## src/rtl/cy_status_event_ctrl_if.sv

```systemverilog
// Read handshake between the firmware-side strobe logic (master) and the
// status event controller (slave).
interface cy_status_event_ctrl_if;
  logic       rd_req;
  logic       rd_ack;
  logic [7:0] snapshot;

  modport master (output rd_req, input rd_ack, input snapshot);
  modport slave  (input rd_req, output rd_ack, output snapshot);
endinterface

```

## src/rtl/cy_status_event_ctrl.sv

```systemverilog
// Event capture and read-clear controller feeding the UDB status register:
// sticky/level status bits, overflow tracking, level interrupt, 4-phase read.
module cy_status_event_ctrl #(
  parameter int unsigned NumInputs  = 7,
  parameter logic [6:0]  EdgeMask   = 7'h7F,
  parameter logic [6:0]  IntMask    = 7'h7F,
  parameter bit          OverflowEn = 1'b1
) (
  input  logic                         clock,
  input  logic                         reset_n,
  input  logic [6:0]                   event_in,
  cy_status_event_ctrl_if.slave        rd,
  output logic [7:0]                   status_out,
  output logic                         intr
);

  localparam logic [6:0] ActMask = 7'((8'd1 << NumInputs) - 8'd1);

  typedef enum logic [1:0] {IDLE, CAPTURE, CLEAR, ACK} state_e;

  state_e     state_q, state_d;
  logic [6:0] event_q, event_d;
  logic [6:0] sticky_q, sticky_d;
  logic       ovf_q, ovf_d;
  logic [7:0] snapshot_q, snapshot_d;
  logic       rd_ack_q, rd_ack_d;
  logic       intr_q, intr_d;
  logic [6:0] rise;
  logic [7:0] clr;
  logic [7:0] status;

  always_comb begin
    rise    = event_in & ~event_q & ActMask;
    event_d = event_in & ActMask;
    // Only bits that were in the snapshot may be cleared; a new rise wins.
    clr      = (state_q == CLEAR) ? snapshot_q : 8'h00;
    sticky_d = ((sticky_q & ~clr[6:0]) | rise) & EdgeMask;
    ovf_d    = OverflowEn & ((ovf_q & ~clr[7]) | (|(rise & sticky_q & ~clr[6:0])));

    status = {ovf_q, sticky_q | (event_q & ~EdgeMask)};
    intr_d = (|(status[6:0] & IntMask)) | status[7];

    state_d    = state_q;
    snapshot_d = snapshot_q;
    case (state_q)
      IDLE:    if (rd.rd_req) state_d = CAPTURE;
      CAPTURE: begin
        snapshot_d = status;
        state_d    = CLEAR;
      end
      CLEAR:   state_d = ACK;
      ACK:     if (!rd.rd_req) state_d = IDLE;
      default: state_d = IDLE;
    endcase
    rd_ack_d = (state_d == ACK);
  end

  always_ff @(posedge clock or negedge reset_n) begin
    if (!reset_n) begin
      state_q    <= IDLE;
      event_q    <= '0;
      sticky_q   <= '0;
      ovf_q      <= 1'b0;
      snapshot_q <= '0;
      rd_ack_q   <= 1'b0;
      intr_q     <= 1'b0;
    end else begin
      state_q    <= state_d;
      event_q    <= event_d;
      sticky_q   <= sticky_d;
      ovf_q      <= ovf_d;
      snapshot_q <= snapshot_d;
      rd_ack_q   <= rd_ack_d;
      intr_q     <= intr_d;
    end
  end

  assign status_out  = status;
  assign intr        = intr_q;
  assign rd.rd_ack   = rd_ack_q;
  assign rd.snapshot = snapshot_q;

endmodule

```

## src/flat_wrapper.sv

```systemverilog
// flat-port wrapper written by rule: the top's interface ports become plain ports
module cy_status_event_ctrl_flat 
#(
  parameter int unsigned NumInputs  = 7,
  parameter logic [6:0]  EdgeMask   = 7'h7F,
  parameter logic [6:0]  IntMask    = 7'h7F,
  parameter bit          OverflowEn = 1'b1
)
  (clock, reset_n, event_in, status_out, intr, rd_rd_req, rd_rd_ack, rd_snapshot);
  cy_status_event_ctrl_if rd_i ();
  input  logic clock;
  input  logic reset_n;
  input  logic [6:0] event_in;
  output logic [7:0] status_out;
  output logic intr;
  input wire logic [$bits(rd_i.rd_req)-1:0] rd_rd_req;
  output wire logic [$bits(rd_i.rd_ack)-1:0] rd_rd_ack;
  output wire logic [$bits(rd_i.snapshot)-1:0] rd_snapshot;
  assign rd_i.rd_req = rd_rd_req;
  assign rd_rd_ack = rd_i.rd_ack;
  assign rd_snapshot = rd_i.snapshot;
  cy_status_event_ctrl #(.NumInputs(NumInputs), .EdgeMask(EdgeMask), .IntMask(IntMask), .OverflowEn(OverflowEn)) u_core (.clock(clock), .reset_n(reset_n), .event_in(event_in), .rd(rd_i), .status_out(status_out), .intr(intr));
endmodule
```

## config.mk

```make
export PLATFORM = sky130hd
export DESIGN_NAME = cy_status_event_ctrl_flat
export DESIGN_NICKNAME = d
export VERILOG_FILES = /design/src/rtl/cy_status_event_ctrl_if.sv /design/src/rtl/cy_status_event_ctrl.sv /design/src/flat_wrapper.sv
export SDC_FILE = /design/constraint.sdc
export NUM_CORES = 1
export LEC_CHECK = 0
export ABC_AREA = 1
export CAP_MARGIN = 20
export CORE_AREA = 2 2 52 54
export DETAILED_ROUTE_END_ITERATION = 16
export DIE_AREA = 0 0 54 56
export PLACE_DENSITY = 0.77
export SKIP_LAST_GASP = 1
export SLEW_MARGIN = 20
export SYNTH_ARGS = -nofsm -noshare
export SYNTH_HDL_FRONTEND = slang
export SYNTH_SLANG_ARGS = --single-unit
```

## constraint.sdc

```tcl
create_clock -name clock -period 1.25 [get_ports clock]
set_clock_uncertainty 0.1 [all_clocks]
set_input_delay 0.25 -clock clock [delete_from_list [all_inputs] [get_ports clock]]
set_output_delay 0.25 -clock clock [all_outputs]
set_load 0.02 [all_outputs]
```

# After elaboration in Yosys (flattened, before gate mapping)
# Index checks and enable logic that the tools add are counted.
[word_totals] register_bits=27 inputBits=10 out_inout_bits=18 wordCells=29
[op_classes] n_eq_ne=4 muxes=4 n_bitwise=11 n_reduce_logical=3
[op_table] cell="$and 7x7->7" count=4
[op_table] cell="$not 7->7" count=2
[op_table] cell="$reduce_or 7->1" count=2
[op_table] cell="$mux 8" count=1
[op_table] cell="$pmux 2 s4" count=1
[op_table] cell="$or 7x7->7" count=1
[op_table] cell="$eq 2x2->1 const B" count=3
[op_table] cell="$mux 2" count=2
[op_table] cell="$eq 2x1->1 const B" count=1
[op_table] cell="$logic_not 2->1" count=1
[op_table] cell="$or 1x1->1" count=2
[op_table] cell="$and 1x1->1" count=1
[op_table] cell="$not 1->1" count=1

# Longest topological paths before layout
# Gate-level depths: netlist of run 1.
[logic_depth] ltp_word=6 depth_mapped=7 mapped_depth_nobuf=7

# Worst setup path before layout of run 1
# OpenSTA, ideal clock, no wires.
[synth_path] path_kind="register to register" start="reg u_core.state_q[1]" end="reg u_core.snapshot_q[6] (netlist: u_core.rd.snapshot[6])" setup_ps=118 t_arrival_ps=919 required_ps=1032 setup_slack_ps=113 path_stages_with_launch=6 n_path_buf=1 synth_period_minus_slack_ps=1137 path_cell_list="dfrtp_1 -> nor2_2 -> inv_2 -> buf_6 -> nand2_1 -> o21ai_2"
[synth_via] elab_chain_cells=1
[synth_lines] element="start: declaration" line_no="cy_status_event_ctrl.sv:21" text="state_e state_q, state_d;"
[synth_lines] element="start signal: assignment" line_no="cy_status_event_ctrl.sv:68" text="state_q <= state_d;"
[synth_lines] element="$eq 2x1->1" line_no="cy_status_event_ctrl.sv:45" text="case (state_q)"
[synth_lines] element="end signal: assignment" line_no="cy_status_event_ctrl.sv:72" text="snapshot_q <= snapshot_d;"
[synth_lines] element="end: declaration" line_no="cy_status_event_ctrl.sv:25" text="logic [7:0] snapshot_q, snapshot_d;"
# Every way passes these cells.
# A chain may end at the register's enable or synchronous reset.

# Worst setup path after layout of run 1
[layout_path] start="reg u_core.snapshot_q[0] (netlist: u_core.rd.snapshot[0])" end="out rd_snapshot[0]"
[layout_lines] element="end: declaration" line_no="flat_wrapper.sv:18" text="output wire logic [$bits(rd_i.snapshot)-1:0] rd_snapshot;"
# No word-level cell between the ends.

==> results of run 1 <==
[cell families (layout without fill, tap and decap cells)]
group / Yosys count / after routing / share of synthesized area
and+or+nand+nor: 67 / 67 / 0.252
DFF: 27 / 27 / 0.607
buffers and inverters: 20 / 74 / 0.0775
AOI/OAI and AO/OA: 9 / 9 / 0.0640
[through the flow]
stage	total power [mW]	instances	instance area, um^2	hold slack (ns)	utilization
finish	4.46	207	1660	0.158	0.684
detailed placement	3.83	198	1570	0.389	0.644
global placement	3.76	198	1570	0.360	0.644
CTS	4.13	204	1560	0.159	0.641
global route	4.79	207	1660	0.160	0.684
floorplan	2.63	123	1110	-0.146	-
[final cells by class]
| class | instances | share of cell area |
|---|---|---|
| Tap cell | 30 | 0.0226 |
| Clock buffer | 4 | 0.0158 |
| Sequential cell | 27 | 0.407 |
| Timing Repair Buffer | 52 | 0.289 |
| Inverter | 18 | 0.0421 |
| Multi-Input combinational cell | 76 | 0.224 |
[where the power goes]
group          switching, mW  internal, mW
sequential             0.227          1.20
combinational           1.35          1.30
clock                  0.253         0.125
total                   1.83          2.63
[layer usage]
metal  track usage  up-vias  wire (um)
met1         0.216      451        997
met5             0        -          0
met2         0.294       20       1190
li1              -      480          -
met4         0.104        0         49
met3        0.0296        5         89
[final timing paths]
kind,slack [ns],startpoint,endpoint
setup / recovery,0.01,u_core.rd.snapshot[0],rd_snapshot[0]
hold / removal,0.16,reset_n,u_core.state_q[0]
setup reg to reg,0.03,u_core.state_q[1],u_core.rd.snapshot[2]
hold reg to reg,0.41,u_core.event_q[4],u_core.sticky_q[4]
max in group asynchronous,0.72,reset_n,u_core.state_q[1]
min in group clock,0.27,event_in[2],u_core.event_q[2]
[flip-flops by register name, indices dropped and copies added (netlist names)]
name	flops
u_core.rd.snapshot	8
u_core.event_q	7
u_core.sticky_q	7
u_core.state_q	2
u_core.intr	1
u_core.ovf_q	1
u_core.rd.rd_ack	1
[worst reg2reg max path: stages (launching register included)]
cell     delay, ns
dfrtp_2       0.44
buf_4         0.15
nor2_2        0.16
inv_4         0.12
nand2_1       0.10
o21ai_2       0.05
[cell usage in the layout, fill, tap and decap left out, drive strengths merged]
| master | instances |
|---|---|
| nand2 | 46 |
| buf | 43 |
| dfrtp | 27 |
| inv | 18 |
| nor2 | 13 |
| clkdlybuf4s50 | 9 |
| o21ai | 9 |
| nand3 | 6 |
| clkbuf | 4 |
| nor4 | 1 |
| nor3 | 1 |
[repair_timing]
item	CTS	global route
pin swaps	3	1
hold buffers	0	0
buffers inserted	2	3
gates resized for setup	86	28
endpoints found under the setup margin	20	25
==> flow_summary.toml, run 1 <==
[run_status]
status = "finished clean"

[cts]
insertion_delay_ns = 0.32
clkSinkCount = 27
htreeDepth = 1
numCtsBuffers = 3
root_buffer = "clkbuf_4"
cts_tree = "yes"
path_clk_slew_ns = 0.14
clk_path_buf_depth = 2

[pwr]
p_leak_nw = 0.882
ir_worst_vdd_mv = 1.50
p_per_area_mw_per_mm2 = 2680

[die]
die_w_um = 54
rows = 18
io_pins = 28
dieArea_mm2 = 0.00302
core_area_mm2 = 0.00243
start_util = 0.458
fp.dieH_um = 56

[cells_and_area]
fillers = 195
num-nets-final = 188
multi_input_area_um2 = 373
antenna_cells = 0
drive_above_1_share = 0.390
regArea_um2 = 677
areaGrowthSynthToFinish_pct = 49.4

[worst_setup_path]
crit_required_ns = 0.90
critPathCaptureType = "output pin"
max_stage_delay_ns = 0.43
critPathBufInv = 1
reg2regPathDepth = 5
arrival_ns = 0.89
slowest_stage = "dfrtp_1"
critPathMaxFanout = 2
path_class = "flop to output pin"
crit_family = "flip-flops"
worst-path-stages = 1
cp-start-kind = "flop"
path_cells = "buf_6"

[global_route]
overflow = 0
grt_use_total = 0.180
grt_max_degree = 28
grt_pass1_wl_um = 4080
antenna_found_initial = 0
first_global_vias = 990

[timing]
tightestPinTransition_ns = 0.261
period_share = 0.991
setup_violations = 0
slew_headroom = 0.824
min_period_ns = 1.24
tns_ns = 0
max_freq_mhz = 808
rsz0062_at_grt = "yes"
slew_violations = 0
final_hold_viol_count = 0
fin_ws_ns = 0.0116

[job]
cap_violations = 0

[placement]
place_hpwl_um = 1700
portBuffers = 27
gp_congestion = 0.744
preCtsSetupSlack_ns = -0.0559

[synthesis]
syn-cell-area_mm2 = 0.00111
yosys.area.top_type_share = 0.607
ys.flop_type = "dfrtp_1"
async_flop_share = 1.00
postSynthCellCount = 123
synth_cell_type_count = 15
synth_top_area_cell = "dfrtp_1"
synth_most_common_cell = "nand2_1"
ys_warn_count = 0
synth_edf_count = 0
synth_common_cells = "nand2_1 (44), dfrtp_1 (27), inv_1 (15)"
yosys-top-cells-area = "dfrtp_1 (61%), nand2_1 (15%), o21ai_2 (5.5%)"
synth_nets = 133
ys_ff_latch = 27
syn_area_per_cell_um2 = 9.05
seq_area_frac_synth = 0.607

[route]
ant_nets = 0
wirelength_um = 2330
dr.first_iter.drc_count = 21
dr.pass1.iters = 4
routed_via_density = 4.62
vias = 956
wl_per_cell_um = 11.2
drc = 0

[worst_hold_path]
hp-class = "input pin to asynchronous set/reset pin"
(Power assumes the default switching activity.)
==> inputs of run 2 (changes only) <==
- CAP_MARGIN: 20 -> unset
==> results of run 2 <==
No change in the layout: final DEF, timing and power equal those of run 1.
